==> src/rtl/rr_arb_pkg.sv <==
// Shared definitions for the round-robin arbiter: FSM state encoding and default sizing.
package rr_arb_pkg;

    typedef enum logic [1:0] {
        StIdle    = 2'd0,
        StGrant   = 2'd1,
        StRecover = 2'd2
    } rr_state_t;

    localparam int unsigned DEF_N        = 4;
    localparam int unsigned DEF_MAX_HOLD = 8;

endpackage

==> src/rtl/rr_pick.sv <==
// Rotating-priority search: first set bit of req starting at ptr, wrapping modulo N.
module rr_pick
    import rr_arb_pkg::*;
#(
    parameter int unsigned N = DEF_N,
    parameter int unsigned W = $clog2(N)
) (
    input  logic [N-1:0] req,
    input  logic [W-1:0] ptr,
    output logic         found,
    output logic [W-1:0] idx
);

    // Walk offsets from farthest to nearest so the nearest set bit is written last.
    always_comb begin
        found = 1'b0;
        idx   = '0;
        for (int i = N - 1; i >= 0; i--) begin
            if (req[(int'(ptr) + i) % N]) begin
                found = 1'b1;
                idx   = W'((int'(ptr) + i) % N);
            end
        end
    end

endmodule

==> src/rtl/rr_arbiter_fsm.sv <==
// Round-robin arbiter with per-owner hold limit, release input and a recovery gap
// between consecutive grants. All outputs are registered.
module rr_arbiter_fsm
    import rr_arb_pkg::*;
#(
    parameter int unsigned N        = DEF_N,
    parameter int unsigned MAX_HOLD = DEF_MAX_HOLD
) (
    input  logic                 clk,
    input  logic                 rst,
    input  logic [N-1:0]         req,
    input  logic                 rel,
    output logic [N-1:0]         gnt,
    output logic [$clog2(N)-1:0] owner,
    output logic                 busy,
    output logic                 timeout
);

    localparam int unsigned W  = $clog2(N);
    localparam int unsigned HW = $clog2(MAX_HOLD + 1);

    rr_state_t       r_state;
    logic [W-1:0]    r_ptr;
    logic [HW-1:0]   r_hold;
    logic [N-1:0]    r_gnt;
    logic [W-1:0]    r_owner;
    logic            r_busy;
    logic            r_timeout;

    logic            w_found;
    logic [W-1:0]    w_idx;
    logic            w_expire;
    logic            w_owner_req;
    logic            w_end;

    rr_pick #(
        .N (N),
        .W (W)
    ) u_pick (
        .req   (req),
        .ptr   (r_ptr),
        .found (w_found),
        .idx   (w_idx)
    );

    assign w_expire    = (r_hold == HW'(MAX_HOLD));
    assign w_owner_req = req[r_owner];
    assign w_end       = rel | ~w_owner_req | w_expire;

    always_ff @(posedge clk) begin
        if (rst) begin
            r_state   <= StIdle;
            r_ptr     <= '0;
            r_hold    <= '0;
            r_gnt     <= '0;
            r_owner   <= '0;
            r_busy    <= 1'b0;
            r_timeout <= 1'b0;
        end else begin
            r_timeout <= 1'b0;
            unique case (r_state)
                StIdle, StRecover: begin
                    if (w_found) begin
                        r_state <= StGrant;
                        r_gnt   <= N'(1) << w_idx;
                        r_owner <= w_idx;
                        r_busy  <= 1'b1;
                        r_hold  <= HW'(1);
                    end else begin
                        r_state <= StIdle;
                    end
                end
                StGrant: begin
                    if (w_end) begin
                        r_state   <= StRecover;
                        r_gnt     <= '0;
                        r_busy    <= 1'b0;
                        r_ptr     <= (r_owner == W'(N - 1)) ? '0 : r_owner + 1'b1;
                        // Release or a dropped request take precedence over expiry.
                        r_timeout <= w_expire & ~rel & w_owner_req;
                    end else begin
                        r_hold <= r_hold + 1'b1;
                    end
                end
                default: r_state <= StIdle;
            endcase
        end
    end

    assign gnt     = r_gnt;
    assign owner   = r_owner;
    assign busy    = r_busy;
    assign timeout = r_timeout;

endmodule

==> config.mk <==
export PLATFORM = sky130hd
export DESIGN_NAME = rr_arbiter_fsm
export DESIGN_NICKNAME = d
export VERILOG_FILES = /design/src/rtl/rr_arb_pkg.sv /design/src/rtl/rr_pick.sv /design/src/rtl/rr_arbiter_fsm.sv
export SDC_FILE = /design/constraint.sdc
export NUM_CORES = 1
export LEC_CHECK = 0
export CORE_AREA = 2 2 49 51
export CTS_BUF_LIST = sky130_fd_sc_hd__clkbuf_8
export DETAILED_ROUTE_END_ITERATION = 12
export DIE_AREA = 0 0 51 53
export GPL_TIMING_DRIVEN = 0
export PLACE_DENSITY = 0.68
export SYNTH_ARGS = -nofsm -noshare
export SYNTH_HDL_FRONTEND = slang
export SYNTH_HIERARCHICAL = 1
export SYNTH_SLANG_ARGS = --single-unit
==> constraint.sdc <==
create_clock -name clk -period 3.9 [get_ports clk]
set_input_delay 0.78 -clock clk [delete_from_list [all_inputs] [get_ports clk]]
set_output_delay 0.78 -clock clk [all_outputs]
set_load 0.02 [all_outputs]
# == Word level (Yosys, flattened, before mapping) ==
# Cells that the tools add are included.
# classes
addsub,5
order_cmp,5
eq_ne,7
shifts,1
muxes,31
bitwise_logic,8
reduce_logical,8
# ops
op,count
4-bit two-way mux,4
4-bit case mux with 2 select lines,2
"2-bit by 3-bit < comparator with 1-bit output, second input constant",5
1-bit two-way mux,12
2-bit two-way mux,6
1-bit binary-select mux with 2-bit select,5
3-bit AND reduction,2
"2-bit by 1-bit adder with 2-bit output, second input constant",2
"2-bit adder, second input constant",2
"4-bit by 1-bit adder with 4-bit output, second input constant",1
"2-bit == test, second input constant",2
"4-bit == test, second input constant",1
"2-bit inequality test, second input constant",2
1-bit NOT,4
2-bit case mux with 2 select lines,1
2-bit AND reduction,2
"1-bit by 2-bit << shifter with 4-bit output, first input constant",1
3-bit OR reduction,1
1-bit AND,2
"2-bit by 1-bit == test with 1-bit output, second input constant",1
2-bit zero test,1
"2-bit by 1-bit inequality test with 1-bit output, second input constant",1
1-bit OR,2
1-bit case mux with 2 select lines,1
other kinds (2),2
# word_totals
ff_bits,16
inputBits,7
out_inout_bits,8

# == Longest topological paths before layout ==
# Gate-level depths: netlist of the first run.
# logic_depth
word_depth,10
depth_mapped,7
mapped_depth_nobuf,7

# == Modules after synthesis ==
# The synthesis of the first run kept the hierarchy.
# by_module_without_submodules
module,instances,cells_per_inst,area_each_um2
rr_arbiter_fsm,1,87,755.7
rr_pick,1,13,77.6

# == Worst setup path before layout of the first run ==
# No wires, ideal clock.
# synth_timing
path_kind,input -> register
start,in rel
end,reg r_hold[3]
setup_ps,74
t_arrival_ps,1829
required_time_ps,3826
slack_ps,1996
path_stages,4
n_path_buf,0
path_cell_list,or2_1 -> o22a_4 -> or4_1 -> a31oi_1
# synth_via
elab_chain_len,4
# synth_rtl
item,line_no,rtl
start: declaration,rr_arbiter_fsm.sv:12,"input logic rel,"
1-bit OR (2 in series),rr_arbiter_fsm.sv:48,assign w_end = rel | ~w_owner_req | w_expire;
2-bit inequality test (no line),--,
3-bit AND reduction (no line),--,
end signal: assignment,rr_arbiter_fsm.sv:82,r_hold <= r_hold + 1'b1;
end: declaration,rr_arbiter_fsm.sv:24,logic [HW-1:0] r_hold;
# No other way between the ends.
# A chain may end at the register's enable or synchronous reset.

# == Final worst setup path of the first run ==
# layout_timing
start,in req[3]
end,reg r_ptr[0]
# layout_via
elab_chain_len,6
# layout_rtl
item,line_no,rtl
start: declaration,rr_arbiter_fsm.sv:11,"input logic [N-1:0] req,"
1-bit binary-select mux with 2-bit select,rr_arbiter_fsm.sv:47,assign w_owner_req = req[r_owner];
1-bit two-way mux (implied by the code),rr_arbiter_fsm.sv:47,
1-bit NOT,rr_arbiter_fsm.sv:48,
1-bit OR (2 in series),rr_arbiter_fsm.sv:48,
2-bit AND reduction (no line),--,
end signal: assignment,rr_arbiter_fsm.sv:78,r_ptr <= (r_owner == W'(N - 1)) ? '0 : r_owner + 1'b1;
end: declaration,rr_arbiter_fsm.sv:23,logic [W-1:0] r_ptr;
# No other way between the ends. The select of a mux whose other input is x is not followed.

==> metrics.txt, run 1 <==
Startpoint Class primary input; Leak Pwr 0.365 nW; Post-DP Area 998 um^2; CTS sink count 16; ranking of synthesized cells by area dfxtp_1, nand2b_1, a21oi_1; post-CTS setup buffers 0; # DRC 0; TritonCTS clock tree built; I/O Buffers 13; Clk network pwr share 0.348; Synth area leader dfxtp_1; Post-synth ARST share 0; Switching Power 0.123 mW; HP Class reg -> reg; Mapped Nets 110; Die Ht 53 um; initial antenna violation count 0; Pins Over Slew Limit 0; Post-Layout Cell Count 145; switching share of power 0.285; total global routing track utilization 0.155; Worst R2R Setup Slack 2.00 ns; beginning of the worst hold path busy; Synth top area share 0.384; CP required 4.04 ns; Reg2Reg Launch Point owner[1]; layout cells sized above 1 0.0684; final instance area 1050 um^2; dpl hpwl 1.34 mm; DRT Pass-1 Iters 4; Clk pin slew, worst setup/hold paths 0.07 ns; setup_tns 0 ns; peak ir drop on the vdd network 0.302 mV; Placer Congestion 0.782; post-synthesis cell type count 29; CTS Buf Count 3; Mapped Avg Cell Area 8.33 um^2; Cells after Synth 100; Hold EP busy; drt initial violations 11; final wirelength 1.84 mm; pin count of the biggest net entering global routing 11; placed cells 141; area growth from synthesis to layout 26.4%; Die ar. 2700 um^2; EDFF count, synth 0; minimum clock period 2.41 ns; crit path max fanout 8; via count 773; Crit. End Element register; YS warnings 6; Layout Skew 0.00200 ns; Crit path arrival time 2.55 ns; Yosys reg bits 16; Max H-tree Level 1; unrepaired setup endpoints after global routing false; Final #Nets 128; Slew @ Worst Pin 0.470 ns; Peak Freq 0.416 GHz; hold_buf cts 0; CTS resizes 0; Ports 15; status complete, no violations; Core Util, Final 0.490; clock root buffer master clkbuf_8; Min-Delay Path Depth 2; most used flip-flop cell after synthesis dfxtp_1; Netlist Area Pre-Place 833 um^2; worst skew pair latency 0.25 ns; Seq/Total Area, Yosys 0.384; worst hold margin 0.484 ns; Tot Pwr 0.431 mW; R2R depth 4; initial cell density of the core 0.388; final worst slack 1.49 ns; crit share post-route 0.617; Setup WS pre-CTS 1.27 ns; Vias/cell 5.33; Slew HR 0.686; Cell Int Power 0.308 mW; reg2reg end r_ptr[0]; number of max-cap violations 0; first-pass GRT wire length 3.15 mm; Die W 51 um; final hold viol count 0; # diodes 0; grt ovf 0; Flop pwr share 0.434; power density over the cells 409 nW/um^2; crit path kind in -> reg; clock buffer depth 2; Final ANT Viol Nets 0; drt wl/cell 12.7 um; area of the core 2150 um^2; vias in the first global route 741; combinational share of power 0.218; Rows 17; Final setup viols 0
==> power groups by stage <==
stage | Clock, mW | Combinational [mW] | Sequential (mW)
finish | 0.150 | 0.0941 | 0.187
floorplan | 0 | 0.0523 | 0.197
global placement | 0 | 0.0917 | 0.190
CTS | 0.154 | 0.0943 | 0.187
global route | 0.161 | 0.104 | 0.189
detailed placement | 0 | 0.0937 | 0.190
==> layout by cell type (no fill, tap or decap), types with 3 or more instances in the layout <==
cell type         n
a211oi_1          3
nand2_1           8
clkdlybuf4s50_1  13
mux2i_1           4
inv_1             4
clkbuf_1          3
a21oi_1           8
nor4_1            3
ha_1              3
nand3_1           4
clkbuf_8          4
nor2_1            7
dfxtp_1          16
o21ai_0           5
nor2b_1           4
nand2b_1          8
nor3_1            4
==> flip-flops by register name, summed over array words and instances (netlist names) <==
register / count
gnt: 4
r_hold: 4
owner: 2
r_ptr: 2
r_state: 2
busy: 1
timeout: 1
==> critical path, stage by stage <==
cell	delay, ns
clkdlybuf4s50_1	0.47
mux2i_1	0.26
o22ai_1	0.20
a21oi_2	0.45
mux2_2	0.39
==> routing by layer <==
layer	track usage	vias to the layer above	share of wire
met5	0	-	0
met4	0.0676	0	0.017
met3	0.0226	5	0.044
met2	0.262	19	0.44
met1	0.195	359	0.50
li1	-	390	-
==> cell type report <==
cell class	count	area (um^2)
inverter	4	15.0
fill	202	1090
clock buffer	4	55.1
sequential	16	320
tap	28	35.0
buffer	4	15.0
multi-input combinational	76	483
timing repair buffer	13	130
==> logic make-up (layout without fill, tap and decap cells) <==
family                     count (synthesis)  after routing  synth area share
adders and majority gates                  3              3            0.0450
AOI/OAI and AO/OA                         25             25             0.203
DFF                                       16             16             0.384
and+or+nand+nor                           43             43             0.270
buffers and inverters                      8             25            0.0360
muxes                                      5              5            0.0616
==> synth_stat cells (2+ instances only) <==
library cell,n
a211oi_1,3
a21oi_1,8
clkbuf_1,3
dfxtp_1,16
ha_1,3
inv_1,4
mux2i_1,4
nand2_1,8
nand2b_1,8
nand3_1,4
nor2_1,7
nor2b_1,4
nor3_1,4
nor4_1,3
o211ai_1,2
o21ai_0,5
o22ai_1,2
==> worst max path at each step <==
| stage | endpoint | slack, ns | start | cells past startpoint |
|---|---|---|---|---|
| 2_1_floorplan | r_hold[3] | 2.00 | rel | 4 |
| 3_3_place_gp | r_ptr[0] | 1.30 | req[3] | 5 |
| 3_5_place_dp | r_ptr[0] | 1.27 | req[2] | 5 |
| 4_1_cts | r_ptr[0] | 1.54 | req[3] | 5 |
| 5_1_grt | r_ptr[0] | 1.41 | req[3] | 5 |
| 6_report | r_ptr[0] | 1.49 | req[3] | 5 |
(Power assumes the default switching activity.)
==> run 2: changes to the inputs <==
- PLACE_DENSITY: 0.68 -> 0.7
- clock period: 3.9 -> 2 ns (I/O delays scaled with it)
==> run 2 against run 1 <==
Compared with the run above:
- sequential power is 95% higher
- via count is 0.65% higher
- count of clock-buffer cells in the layout stayed put
- combinational power is 97% higher
- first-iteration DRC count is 9.1% higher
- die area stayed put
- sequential share of layout area is 0.22 points lower
- utilization is 0.35 points higher
- critical path type unchanged
- critical endpoint unchanged
- highest routed layer unchanged
==> metrics.txt, run 2 (synthesis gave the netlist of run 1 again) <==
status complete, no violations (unchanged); leading cell type in the layout, fill and taps excluded dfxtp_1 (unchanged); unrepaired setup endpoints after global routing false (unchanged); Final setup viols 0 (unchanged); crit-path cells clkdlybuf4s50_1 -> mux2i_1 -> o22ai_1 -> a21oi_4 -> mux2_2 (was clkdlybuf4s50_1 -> mux2i_1 -> o22ai_1 -> a21oi_2 -> mux2_2); drt wl/cell 12.4 um (was 12.7 um); CP required 2.15 ns (was 4.04 ns); Post-DP Area 998 um^2 (unchanged); Setup WS pre-CTS -0.237 ns (was 1.27 ns); Vias/cell 5.37 (was 5.33); final hold viol count 0 (unchanged); dpl hpwl 1.29 mm (was 1.34 mm); vias in the first global route 772 (was 741); Slew HR 0.670 (was 0.686); CTS sink count 16 (unchanged); grt ovf 0 (unchanged); area growth from synthesis to layout 27.3% (was 26.4%); CTS Buf Count 3 (unchanged); crit path kind in -> reg (unchanged); reg2reg end r_ptr[0] (unchanged); Core Util, Final 0.494 (was 0.490); # DRC 0 (unchanged); Worst R2R Setup Slack 0.26 ns (was 2.00 ns); pin count of the biggest net entering global routing 11 (unchanged); via count 778 (was 773); HP Class reg -> reg (unchanged); worst hold margin 0.480 ns (was 0.484 ns); power density over the cells 790 nW/um^2 (was 409 nW/um^2); Max H-tree Level 1 (unchanged); Final ANT Viol Nets 0 (unchanged); clock buffer depth 2 (unchanged); peak ir drop on the vdd network 0.490 mV (was 0.302 mV); hold_buf cts 0 (unchanged); Slew @ Worst Pin 0.496 ns (was 0.470 ns); Leak Pwr 0.366 nW (was 0.365 nW); Final #Nets 128 (unchanged); Ports 15 (unchanged); initial cell density of the core 0.388 (unchanged); # diodes 0 (unchanged); area of the core 2150 um^2 (unchanged); Crit-path slowest cell clkdlybuf4s50_1 (unchanged); number of max-cap violations 0 (unchanged); Die Ht 53 um (unchanged); Min-Delay Path Depth 2 (unchanged); Rows 17 (unchanged); worst skew pair latency 0.25 ns (about the same); final instance area 1060 um^2 (was 1050 um^2); Crit path arrival time 2.02 ns (was 2.55 ns); clock root buffer master clkbuf_8 (unchanged); CP peak stage delay 0.48 ns (was 0.47 ns); Hold EP busy (unchanged); R2R depth 4 (unchanged); Die ar. 2700 um^2 (unchanged); final worst slack 0.126 ns (was 1.49 ns); Tot Pwr 0.838 mW (was 0.431 mW); total global routing track utilization 0.163 (was 0.155); most frequent cells in the layout dfxtp_1, clkdlybuf4s50_1, nand2b_1, nand2_1, a21oi_1 (unchanged); Reg2Reg Launch Point owner[1] (unchanged); Clk pin slew, worst setup/hold paths 0.07 ns (about the same); layout cells sized above 1 0.0684 (unchanged); Peak Freq 0.534 GHz; TritonCTS clock tree built (unchanged); Startpoint Class primary input (unchanged); DRT Pass-1 Iters 4 (unchanged); Crit. End Element register (unchanged); final wirelength 1.80 mm (was 1.84 mm); Pins Over Slew Limit 0 (unchanged); crit share post-route 0.937; Layout Skew 0.00570 ns (was 0.00200 ns); initial antenna violation count 0 (unchanged); beginning of the worst hold path busy (unchanged); minimum clock period 1.87 ns; post-CTS setup buffers 0 (unchanged); Placer Congestion 0.784 (was 0.782); I/O Buffers 13 (unchanged); Die W 51 um (unchanged); first-pass GRT wire length 3.27 mm (was 3.15 mm); crit path max fanout 8 (unchanged); drt initial violations 12 (was 11)
[run 2: how the worst max path moves through the flow]
stage / startpoint / endpoint / slack [ns] / cells after the start
2_1_floorplan: owner[1] / r_ptr[0] / 0.29 / 4
5_1_grt: req[3] / r_ptr[0] / 0.03 / 5
4_1_cts: req[3] / r_ptr[0] / 0.02 / 5
3_5_place_dp: req[3] / r_ptr[0] / -0.24 / 5
6_report: req[3] / r_ptr[0] / 0.13 / 5
3_3_place_gp: req[3] / r_ptr[0] / -0.22 / 5
[run 2: layout make-up]
class	count	area, um^2
Timing Repair Buffer	13	130
Tap cell	28	35.0
Fill cell	203	1090
Sequential cell	16	320
Buffer	4	15.0
Inverter	4	15.0
Multi-Input combinational cell	76	490
Clock buffer	4	55.1
[run 2: critical path, delay by kind of cell]
kind,cells,cell delay [ns]
buf+inv,1,0.48
mux,2,0.62
compound gates,2,0.52
[run 2: report_power, final]
part           internal, mW  switching [mW]
Combinational        0.0831           0.102
Clock                 0.175           0.114
Sequential            0.344          0.0207
[run 2: layer usage]
| layer | up-vias | wire length [um] | track usage |
|---|---|---|---|
| li1 | 392 | - | - |
| met1 | 365 | 936 | 0.204 |
| met2 | 16 | 736 | 0.253 |
| met3 | 5 | 72 | 0.0311 |
| met4 | 0 | 51 | 0.108 |
| met5 | - | 0 | 0 |
[run 2: per-stage QoR]
stage,std cells,setup TNS [ns]
6_report,145,0
3_3_place_gp,141,-0.285
5_1_grt,145,0
2_1_floorplan,100,0
3_5_place_dp,141,-0.506
4_1_cts,145,0
[run 2: timing repair]
item | CTS | global route
resized for setup | 0 | 1
hold endpoints to repair | 0 | 0
setup endpoints to repair | 0 | 1
==> patch: new RTL, flow settings as in run 2 <==
`DEF_MAX_HOLD`: 8 -> 4.
--- a/src/rtl/rr_arb_pkg.sv
+++ b/src/rtl/rr_arb_pkg.sv
@@ -10,3 +10,3 @@
     localparam int unsigned DEF_N        = 4;
-    localparam int unsigned DEF_MAX_HOLD = 8;
+    localparam int unsigned DEF_MAX_HOLD = 4;
 
Function: same outputs for any inputs over 4 cycles, from zero or initial values and one cycle with rst high; that may be too few to reach the edited logic, so the function may still have changed.
==> patch against run 2 <==
- sequential cell count decreased by 1
- area after synthesis decreased by 8.6%
- cell area decreased by 6.3%
- global-route usage decreased by 1.2 points
- hold slack got worse by 23 ps
- maximum frequency decreased by 1.1%
- largest power group unchanged
- routed wire length decreased by 2.1%
- total power decreased by 13%
- register-to-register slack improved by 30 ps
- die area unchanged
- worst setup slack got worse by 20 ps
==> patch: results (changes against run 2) <==
status=finished, final reports clean; vias in the first global route=714 (-7.5%); slew at the pin closest to its max-slew limit=436 ps (-59.8 ps); crit-path max cell delay=480 ps (about the same); post-route insts no fill=136 (-6.2%); initial DRC count=24 (+12); largest net degree at the start of global routing=11 (unchanged); Comb power frac=21.0% (-1.1 points); worst reg-to-reg path cell count=4 (unchanged); Syn Nets=100 (-9.1%); synth cell count leaders=15 x dfxtp_1, 15 x nand2_1, 7 x a21oi_1; max FFs per register=4; async set or reset register ratio after synthesis=0% (unchanged); Longest Clk Path Bufs=2 (unchanged); dpl cells=132 (-6.4%); P_int=526 uW (-12%); Hold EP=gnt[1]; hold path startpoint=gnt[1]; Worst path slowest cell=clkdlybuf4s50_1; final wirelength=1.76 mm (-2.1%); Ys Warns=6 (unchanged); Setup Buffers After CTS=0 (unchanged); R2R setup slack=290 ps (+30 ps); Clk pin slew, worst setup/hold paths=60 ps; Synth cell types=29 (unchanged); top cells by area, synth=dfxtp_1 39%, nand2_1 7.4%, ha_1 4.9%; CP Data Arrival Time=2060 ps (+40 ps); clock latency on the worst-skew pair=240 ps; Min Hold Slack=457 ps (-23.1 ps); GRT Util Overall=15.0% (-1.2 points); diodes inserted=0 (unchanged); Crit Path Max Fanout=5 (-3); placed wire-length estimate=1.32 mm (+2.1%); Leak=0.345 nW (-5.7%); worst vdd ir=0.542 mV (+11%); Cells after Synth=90 (-10%); Nets=119 (-7.0%); layout cells sized above 1=8.33% (+1.5 points); vias per cell=5.25 (-2.2%); first-pass GRT wire length=3.02 mm (-7.8%); Reg-to-Reg Start=owner[1]; CTS root buffer=clkbuf_8; Crit path max-delay family=buffers and inverters; antenna violations before repair=0 (unchanged); pre-CTS WS=-146 ps (+90.3 ps); r2r endpoint=r_ptr[0]; IO Port Bufs=14 (+1); RePlAce Congestion=0.798 (+1.8%); Seq/Total Area, Yosys=39.4% (+0.97 points); clock skew=1.11 ps (-4.59 ps); min-delay worst type=reg -> reg; Synth Flop Type=dfxtp_1
patch: layout make-up:
class / instances / area [um^2]
Clock buffer: 3 / 41.3
Inverter: 4 / 15.0
Fill cell: 217 / 1150
Clock inverter: 1 / 3.75
Multi-Input combinational cell: 70 / 455
Sequential cell: 15 / 300
Buffer: 1 / 3.75
Tap cell: 28 / 35.0
Timing Repair Buffer: 14 / 140
patch: what timing repair did:
action	CTS	global route
gates resized for setup	0	2
setup endpoints to repair	0	1
hold buffers	0	0
patch: power groups by stage:
stage | logic (mW) | clock network, mW | registers (mW)
after floorplan | 0.0808 | 0 | 0.355
after global placement | 0.148 | 0 | 0.344
after detailed placement | 0.151 | 0 | 0.345
after CTS | 0.152 | 0.246 | 0.339
after global routing | 0.170 | 0.265 | 0.342
final | 0.154 | 0.239 | 0.339
patch: worst max path at each step:
stage | start | endpoint | slack, ps | cells after the start
after floorplan | owner[1] | r_ptr[0] | 290 | 4
after global placement | req[3] | r_ptr[0] | -80 | 5
after detailed placement | req[3] | r_ptr[0] | -150 | 5
after CTS | req[3] | r_ptr[0] | 110 | 5
after global routing | rel | r_hold[2] | 60 | 5
final | req[3] | r_ptr[0] | 110 | 5
patch: layer usage:
layer,GRT usage (%),wire (um)
met1,18.2,832
met2,26.0,851
met3,3.39,48
met4,5.41,25
met5,0,0
patch: per-stage QoR:
stage / cell area [um^2] / setup TNS (ps)
after floorplan: 762 / 0
after detailed placement: 937 / -310
after global routing: 995 / 0
final: 995 / 0
after CTS: 982 / 0
after global placement: 937 / -82.8
patch: kinds of logic (layout without fill, tap and decap cells):
group           Yosys count  in the layout  synth area share, %
compound gates           25             25                 22.0
fa+ha+maj                 3              3                 4.93
buf+inv                   5             23                 2.46
flops                    15             15                 39.4
mux                       4              4                 6.07
simple gates             38             38                 25.1
